### config.mk
export PLATFORM = sky130hd
export DESIGN_NAME = spi_xfer_queue
export DESIGN_NICKNAME = d
export VERILOG_FILES = /design/src/rtl/spi_xfer_queue.sv
export SDC_FILE = /design/constraint.sdc
export NUM_CORES = 1
export LEC_CHECK = 0
export CORE_MARGIN = 5
export CORE_UTILIZATION = 35
export DETAILED_ROUTE_END_ITERATION = 7
export PLACE_DENSITY_LB_ADDON = 0.25
export SLEW_MARGIN = 15
export SYNTH_ARGS = -nofsm -noshare
export SYNTH_HDL_FRONTEND = slang
export SYNTH_SLANG_ARGS = --single-unit
### constraint.sdc
create_clock -name clk_m -period 6.2 [get_ports clk_m]
set_clock_uncertainty 0.05 [all_clocks]
set_input_delay 1.86 -clock clk_m [delete_from_list [all_inputs] [get_ports clk_m]]
set_output_delay 1.86 -clock clk_m [all_outputs]
set_load 0.1 [all_outputs]
### src/rtl/spi_xfer_queue.sv
// Byte-queue front end for an SPI master: an 8-deep TX FIFO feeds one master transfer per byte,
// and each received byte is collected into an 8-deep RX FIFO, with sticky overflow/timeout flags.
module spi_xfer_queue #(
   parameter int DEPTH      = 8,
   parameter int AW         = 3,
   parameter int GAP_CYCLES = 4,
   parameter int TIMEOUT    = 4095
) (
   input  logic          clk_m,
   input  logic          rst,
   input  logic          run,
   input  logic          wr_en,
   input  logic [7:0]    wr_data,
   output logic          tx_full,
   output logic [AW:0]   tx_level,
   input  logic          rd_en,
   output logic [7:0]    rd_data,
   output logic          rx_empty,
   output logic [AW:0]   rx_level,
   output logic          active,
   output logic          rx_overflow,
   output logic          timeout_err,
   input  logic          clr_err,
   output logic          m_start,
   output logic [7:0]    m_tx_data,
   input  logic          m_busy,
   input  logic          m_done,
   input  logic [7:0]    m_rx_data
);

   localparam int TW = (TIMEOUT < 2) ? 1 : $clog2(TIMEOUT + 1);
   localparam int GW = (GAP_CYCLES < 2) ? 1 : $clog2(GAP_CYCLES + 1);

   typedef enum logic [1:0] {IDLE, LAUNCH, WAIT_DONE, GAP} state_t;

   state_t         state_q, state_d;
   logic [TW-1:0]  timer_q, timer_d;
   logic [GW-1:0]  gapCnt_q, gapCnt_d;

   logic [7:0]     txMem_q [DEPTH];
   logic [AW-1:0]  txWrPtr_q, txRdPtr_q;
   logic [AW:0]    txLevel_q;
   logic [7:0]     rxMem_q [DEPTH];
   logic [AW-1:0]  rxWrPtr_q, rxRdPtr_q;
   logic [AW:0]    rxLevel_q;
   logic [7:0]     txData_q;
   logic           rxOvf_q, timeoutErr_q;

   logic           txPush, txPop, rxPush, rxPop, rxFull, doneEvt, ovfEvt, toEvt;

   assign tx_full     = (txLevel_q == (AW+1)'(DEPTH));
   assign tx_level    = txLevel_q;
   assign rxFull      = (rxLevel_q == (AW+1)'(DEPTH));
   assign rx_empty    = (rxLevel_q == '0);
   assign rx_level    = rxLevel_q;
   assign rd_data     = rx_empty ? 8'h00 : rxMem_q[rxRdPtr_q];
   assign active      = (state_q != IDLE);
   assign m_start     = (state_q == LAUNCH);
   assign m_tx_data   = txData_q;
   assign rx_overflow = rxOvf_q;
   assign timeout_err = timeoutErr_q;

   // A full RX FIFO still accepts the received byte when the reader frees a slot in the same cycle.
   assign txPush  = wr_en && !tx_full;
   assign txPop   = (state_q == IDLE) && run && (txLevel_q != '0) && !m_busy;
   assign rxPop   = rd_en && !rx_empty;
   assign doneEvt = (state_q == WAIT_DONE) && m_done;
   assign rxPush  = doneEvt && (!rxFull || rd_en);
   assign ovfEvt  = doneEvt && rxFull && !rd_en;
   assign toEvt   = (state_q == WAIT_DONE) && !m_done && (timer_q == TW'(TIMEOUT - 1));

   always_ff @(posedge clk_m or posedge rst) begin
      if (rst) begin
         state_q  <= IDLE;
         timer_q  <= '0;
         gapCnt_q <= '0;
      end else begin
         state_q  <= state_d;
         timer_q  <= timer_d;
         gapCnt_q <= gapCnt_d;
      end
   end

   always_comb begin
      state_d  = state_q;
      timer_d  = timer_q;
      gapCnt_d = gapCnt_q;
      unique case (state_q)
         IDLE: begin
            if (txPop) state_d = LAUNCH;
         end
         LAUNCH: begin
            timer_d = '0;
            state_d = WAIT_DONE;
         end
         WAIT_DONE: begin
            timer_d = timer_q + 1'b1;
            if (m_done || toEvt) begin
               gapCnt_d = '0;
               state_d  = GAP;
            end
         end
         GAP: begin
            // GAP always lasts at least one cycle, even when no idle gap is requested.
            if (int'(gapCnt_q) + 1 >= GAP_CYCLES) state_d = IDLE;
            else                                  gapCnt_d = gapCnt_q + 1'b1;
         end
         default: state_d = IDLE;
      endcase
   end

   always_ff @(posedge clk_m) begin
      if (txPush) txMem_q[txWrPtr_q] <= wr_data;
      if (rxPush) rxMem_q[rxWrPtr_q] <= m_rx_data;
   end

   always_ff @(posedge clk_m or posedge rst) begin
      if (rst) begin
         txWrPtr_q    <= '0;
         txRdPtr_q    <= '0;
         txLevel_q    <= '0;
         rxWrPtr_q    <= '0;
         rxRdPtr_q    <= '0;
         rxLevel_q    <= '0;
         txData_q     <= 8'h00;
         rxOvf_q      <= 1'b0;
         timeoutErr_q <= 1'b0;
      end else begin
         if (txPush) txWrPtr_q <= txWrPtr_q + 1'b1;
         if (txPop) begin
            txRdPtr_q <= txRdPtr_q + 1'b1;
            txData_q  <= txMem_q[txRdPtr_q];
         end
         if (txPush && !txPop)      txLevel_q <= txLevel_q + 1'b1;
         else if (!txPush && txPop) txLevel_q <= txLevel_q - 1'b1;

         if (rxPush) rxWrPtr_q <= rxWrPtr_q + 1'b1;
         if (rxPop)  rxRdPtr_q <= rxRdPtr_q + 1'b1;
         if (rxPush && !rxPop)      rxLevel_q <= rxLevel_q + 1'b1;
         else if (!rxPush && rxPop) rxLevel_q <= rxLevel_q - 1'b1;

         // Error events take priority over a simultaneous clear.
         if (ovfEvt)       rxOvf_q <= 1'b1;
         else if (clr_err) rxOvf_q <= 1'b0;
         if (toEvt)        timeoutErr_q <= 1'b1;
         else if (clr_err) timeoutErr_q <= 1'b0;
      end
   end

endmodule

==> flow_metrics.env, run 1 <==
export IMPL_synthFlopType="edfxtp_1"
export IMPL_cp_slowest_stage_delay_ns=0.96
export IMPL_drc_errors=0
export IMPL_clock_latency_ns=0.42
export IMPL_period_needed_ns=5.10
export IMPL_synthTopCellsByArea="edfxtp_1, dfrtp_1, mux4_2, ha_1, mux2i_1"
export IMPL_start_kind="flop"
export IMPL_power_density_nw_per_um2=540
export IMPL_multi_input_area_um2=2190
export IMPL_cts_tree="built"
export IMPL_path_clk_slew_ns=0.07
export IMPL_final_hold_violation_count=0
export IMPL_synth_mux_area_share_pct=14.0
export IMPL_clock_sinks=175
export IMPL_synth_top_family_by_area="multiplexers"
export IMPL_synthTopCellsByCount="edfxtp_1, dfrtp_1, nor2_1"
export IMPL_rsz0062_at_grt="false"
export IMPL_synth_seq_cells=175
export IMPL_grt_pass1_wl_um=22100
export IMPL_peakVddDrop_uv=267
export IMPL_drt_iter0_drc=239
export IMPL_worstPathRequired_ns=4.29
export IMPL_crit_type="reg2out"
export IMPL_r2r_slack_ns=3.10
export IMPL_finalCritPeriodShare_pct=82.2
export IMPL_cts_hold_buf=0
export IMPL_start_util_pct=35.8
export IMPL_dr_pass1_iters=5
export IMPL_syn_avg_cell_area_um2=16.6
export IMPL_fill_cells=1800
export IMPL_drive_above_1_share_pct=17.8
export IMPL_synth_compound_area_share_pct=2.86
export IMPL_routed_via_density=4.89
export IMPL_synthSimpleGateAreaFrac_pct=6.79
export IMPL_pin_count=54
export IMPL_post_cts_setup_buffers=0
export IMPL_min_path_cells=1
export IMPL_synthAdderAreaFrac_pct=3.63
export IMPL_cts_resized_gates=0
export IMPL_area_delta_synth_final_pct=20.2
export IMPL_synth_xor_area_share_pct=2.28
export IMPL_cp_startpoint="rxRdPtr_q[0]"
export IMPL_drv_cap=0
export IMPL_setup_viol=0
export IMPL_synth_edff_count=128
export IMPL_grt_pass1_vias=4091
export IMPL_grt_overflow_total=0
export IMPL_final_setup_worst_slack_ns=1.10
export IMPL_arrival_ns=3.19
export IMPL_seq_area_um2=5020
export IMPL_max_slew_margin_pct=30.9
export IMPL_pre_cts_ws_ns=1.49
export IMPL_yosysWarnings=0
export IMPL_antenna_cells=0
export IMPL_ys_seq_area_share_pct=68.8
export IMPL_syn_inst=439
export IMPL_grt_usage_pct=11.9
export IMPL_yosysTopAreaCell="edfxtp_1"
export IMPL_worstHoldEndpoint="rxWrPtr_q[0]"
export IMPL_path_delay_family="buffers and inverters"
export IMPL_crit_chain="buf_4 > mux4_2 > mux2i_1 > nor2_1 > clkdlybuf4s50_1"
export IMPL_die_area_um2=23800
export IMPL_chipWidth_um=154
export IMPL_cp_slowest_cell="clkdlybuf4s50_1"
export IMPL_grt_max_degree=48
export IMPL_leakage_nw=3.12
export IMPL_r2r_start="state_q[0]"
export IMPL_drt_wl_total_um=13500
export IMPL_timing_rr_end="rxMem_q[5][3]"
export IMPL_worst_path_buf_inv=2
export IMPL_num_vias=3852
export IMPL_globalplace_congestion=0.728
export IMPL_fin_nets=548
export IMPL_io_buffer_count=53
export IMPL_tns_ns=0
export IMPL_hpwl_um=8870
export IMPL_hold_class="reg2reg"
export IMPL_synthArstFlopShare_pct=26.9
export IMPL_hp_start="rxWrPtr_q[0]"
export IMPL_cts_buffer_depth=2
export IMPL_die_h_um=154
export IMPL_maxSlewViolCount=0
export IMPL_fmaxAchievable_ghz=0.196
export IMPL_synth_distinct_cells=48
export IMPL_antenna_found_initial=0
export IMPL_core_rowCount=52
export IMPL_synth_area_um2=7300
export IMPL_synth_top_area_share_pct=52.7
export IMPL_crit_fanout=10
export IMPL_wl_per_cell_um=17.1
export IMPL_cts_inserted_buffers=17
export IMPL_r2r_cells=6
export IMPL_yosysMostFrequentCell="edfxtp_1"
export IMPL_synth_fp_nets=483
export IMPL_clock_root_buffer="clkbuf_16"
export IMPL_outcome="completed"
export IMPL_ant_nets=0
export IMPL_endpoint_kind="primary output"
export IMPL_cts_max_level=4
export IMPL_worst_pin_slew_ns=1.03
export IMPL_core_area_um2=20400
power breakdown:
part | total, mW | internal (mW) | switching (mW)
sequential | 1.69 | 1.46 | 0.223
combinational | 2.01 | 0.688 | 1.32
clock | 1.05 | 0.543 | 0.502
total | 4.74 | 2.70 | 2.05
cell families after synthesis:
logic type | count (synthesis)
AOI/OAI and AO/OA | 33
muxes | 61
and+or+nand+nor | 101
buffers and inverters | 30
adders and majority gates | 20
xor gates and xnor gates | 19
DFF | 175
stage by stage:
step           hold slack, ns  std cells  util, %  power (mW)  area [um2]
2_1_floorplan           0.421        439        -        3.26        7300
3_3_place_gp            0.445        755     40.2        3.72        8190
3_5_place_dp            0.459        755     40.2        3.76        8190
4_1_cts                 0.473        787     43.1        4.81        8770
5_1_grt                 0.498        787     43.1        4.98        8770
6_report                0.469        787     43.1        4.74        8770
flip-flops by register name, indices dropped and copies added (netlist names):
name         cells
state_q          2
rx_overflow      1
rxRdPtr_q        3
rxWrPtr_q        3
txRdPtr_q        3
timer_q         12
txMem_q         64
m_tx_data        8
tx_level         4
timeout_err      1
txWrPtr_q        3
rxMem_q         64
rx_level         4
gapCnt_q         3
cells in the final DEF (no fill, tap or decap), drive strengths merged, types with 8 or more instances in the layout:
master / n
xnor2: 12
clkbuf: 17
ha: 18
a21oi: 14
nor3: 9
clkdlybuf4s50: 53
nand2b: 8
dfrtp: 47
mux4: 32
inv: 27
edfxtp: 128
mux2i: 22
nor2: 38
nand2: 17
routing by layer:
| layer | track usage, % | vias up | share of wire (%) |
|---|---|---|---|
| met1 | 14.9 | 1969 | 44 |
| li1 | - | 1800 | - |
| met2 | 20.6 | 71 | 51 |
| met3 | 2.99 | 12 | 4.1 |
| met4 | 3.53 | 0 | 1.0 |
| met5 | 0 | - | 0 |
how the worst max path moves through the flow:
stage,to,slack [ns],depth (start not counted)
final,rd_data[5],1.10,5
after global placement,rd_data[5],1.50,5
after detailed placement,rd_data[5],1.49,5
after floorplan,rd_data[0],0.99,3
after CTS,rd_data[5],1.02,5
after global routing,rd_data[5],0.87,5
layout make-up:
cell class	instances	share of cell area (%)
repair buffers	60	6.64
multi-input cells	234	24.9
inverters	16	0.699
well taps	270	3.85
clock buffers	17	4.85
clock inverters	15	1.81
flip-flops and latches	175	57.2
worst register-to-register path, cell delays in order, from the launching register on:
cell and delay [ns]:
dfrtp_1 0.40, inv_1 0.14, ha_1 0.43, nand2_1 0.16, a31oi_1 0.46, nand2_1 0.23, nor2_1 0.84
Power figures use the tool's default switching activity.
==> run 2, diff against run 1 <==
- clock period: 6.2 -> 5.1 ns (I/O delays scaled with it)
==> run 2 against run 1 <==
  * Non-clock buffer count up 1
  * Clock power up 27%
  * Critical path type unchanged
  * Largest cell class unchanged
  * Core utilization about the same
  * Die area unchanged
  * Global-route usage up 0.34 points
  * Critical path depth unchanged
  * Worst hold slack better by 0.0030 ns
  * Wire length up 2.4%
  * Flip-flop and latch count unchanged
==> flow_metrics.env, run 2 (synthesis gave the netlist of run 1 again) <==
export IMPL_post_cts_setup_buffers=0
export IMPL_globalplace_congestion=0.746
export IMPL_clock_latency_ns=0.43
export IMPL_ant_nets=0
export IMPL_crit_type="reg2out"
export IMPL_design_area_um2=8780
export IMPL_die_area_um2=23800
export IMPL_grt_max_degree=48
export IMPL_antenna_cells=0
export IMPL_cts_hold_buf=0
export IMPL_maxSlewViolCount=0
export IMPL_leakage_nw=3.14
export IMPL_hold_class="reg2reg"
export IMPL_p_total_mw=5.82
export IMPL_outcome="completed"
export IMPL_clock_root_buffer="clkbuf_16"
export IMPL_tns_ns=0
export IMPL_worst_pin_slew_ns=1.00
export IMPL_start_util_pct=35.8
export IMPL_arrival_ns=2.60
export IMPL_fin_nets=549
export IMPL_clock_sinks=175
export IMPL_cts_buffer_depth=2
export IMPL_core_rowCount=52
export IMPL_routed_via_density=4.93
export IMPL_pin_count=54
export IMPL_cts_inserted_buffers=17
export IMPL_hpwl_um=9080
export IMPL_final_hold_violation_count=0
export IMPL_core_area_um2=20400
export IMPL_fill_cells=1833
export IMPL_final_common_cell="edfxtp_1"
export IMPL_drive_above_1_share_pct=19.3
export IMPL_grt_pass1_vias=4180
export IMPL_max_slew_margin_pct=32.6
export IMPL_power_density_nw_per_um2=662
export IMPL_final_setup_worst_slack_ns=0.924
export IMPL_path_clk_slew_ns=0.07
export IMPL_timing_hold_ws_ns=0.472
export IMPL_rsz0062_at_grt="false"
export IMPL_drt_iter0_drc=290
export IMPL_drt_wl_total_um=13800
export IMPL_peakVddDrop_uv=300
export IMPL_placedInstanceArea_um2=8160
export IMPL_worstPathRequired_ns=3.52
export IMPL_period_needed_ns=4.18
export IMPL_wl_per_cell_um=17.5
export IMPL_drc_errors=0
export IMPL_area_delta_synth_final_pct=20.3
export IMPL_drv_cap=0
export IMPL_chipWidth_um=154
export IMPL_dr_pass1_iters=4
export IMPL_finalCritPeriodShare_pct=81.9
export IMPL_antenna_found_initial=0
export IMPL_grt_overflow_total=0
export IMPL_pre_cts_ws_ns=0.978
export IMPL_setup_viol=0
export IMPL_cts_resized_gates=0
export IMPL_num_vias=3886
export IMPL_die_h_um=154
export IMPL_io_buffer_count=53
export IMPL_cts_max_level=4
export IMPL_cts_tree="built"
export IMPL_mostFrequentLayoutCells="edfxtp_1, dfrtp_1, clkdlybuf4s50_1"
export IMPL_grt_pass1_wl_um=22500
export IMPL_grt_usage_pct=12.3
export IMPL_fmaxAchievable_ghz=0.239
export IMPL_start_kind="flop"
export IMPL_reg_top3="rxMem_q (64), txMem_q (64), timer_q (12)"
export IMPL_crit_fanout=11
export IMPL_endpoint_kind="primary output"
[run 2: worst paths after layout]
check                      cells past startpoint    startpoint  slack (ns)            to
min in group asynchronous                      2           rst        1.53  rxRdPtr_q[2]
max in group asynchronous                      2           rst        2.96    timer_q[7]
max reg2reg                                    9   rx_level[0]        2.02   rx_level[3]
min                                            1   gapCnt_q[2]        0.47   gapCnt_q[2]
max                                            5  rxRdPtr_q[0]        0.92    rd_data[5]
min reg2reg                                    1   gapCnt_q[2]        0.47   gapCnt_q[2]
[run 2: metal layers]
metal	track usage [%]	part of all wire [%]	vias up	routed length (um)
met4	4.08	1.7	0	231
met5	0	0	-	0
met2	20.7	52	88	7100
li1	-	-	1802	-
met3	3.66	4.2	18	578
met1	15.1	43	1978	5880
[run 2: area by class of cell]
cell class,instances,area [um2],share of cell area [%]
clock buffers,17,425,4.85
flip-flops and latches,175,5020,57.2
inverters,16,61.3,0.698
repair buffers,61,568,6.47
well taps,270,338,3.85
clock inverters,15,189,2.15
multi-input cells,234,2180,24.8
[run 2: report_power, final]
group	total, mW	switching (mW)	internal (mW)
Sequential	2.06	0.283	1.78
Clock	1.33	0.614	0.712
Combinational	2.43	1.61	0.814
Total	5.82	2.51	3.30
[run 2: worst max-delay path: stages, from the launching register on]
cell and delay (ns):
dfrtp_1 0.76, buf_4 0.33, mux4_2 0.51, mux2i_1 0.24, nor2_1 0.06, buf_4 0.27
[run 2: stage by stage]
step / utilization [%] / std cells
2_1_floorplan: - / 439
3_3_place_gp: 40.1 / 756
3_5_place_dp: 40.1 / 756
4_1_cts: 43.1 / 788
5_1_grt: 43.1 / 788
6_report: 43.1 / 788
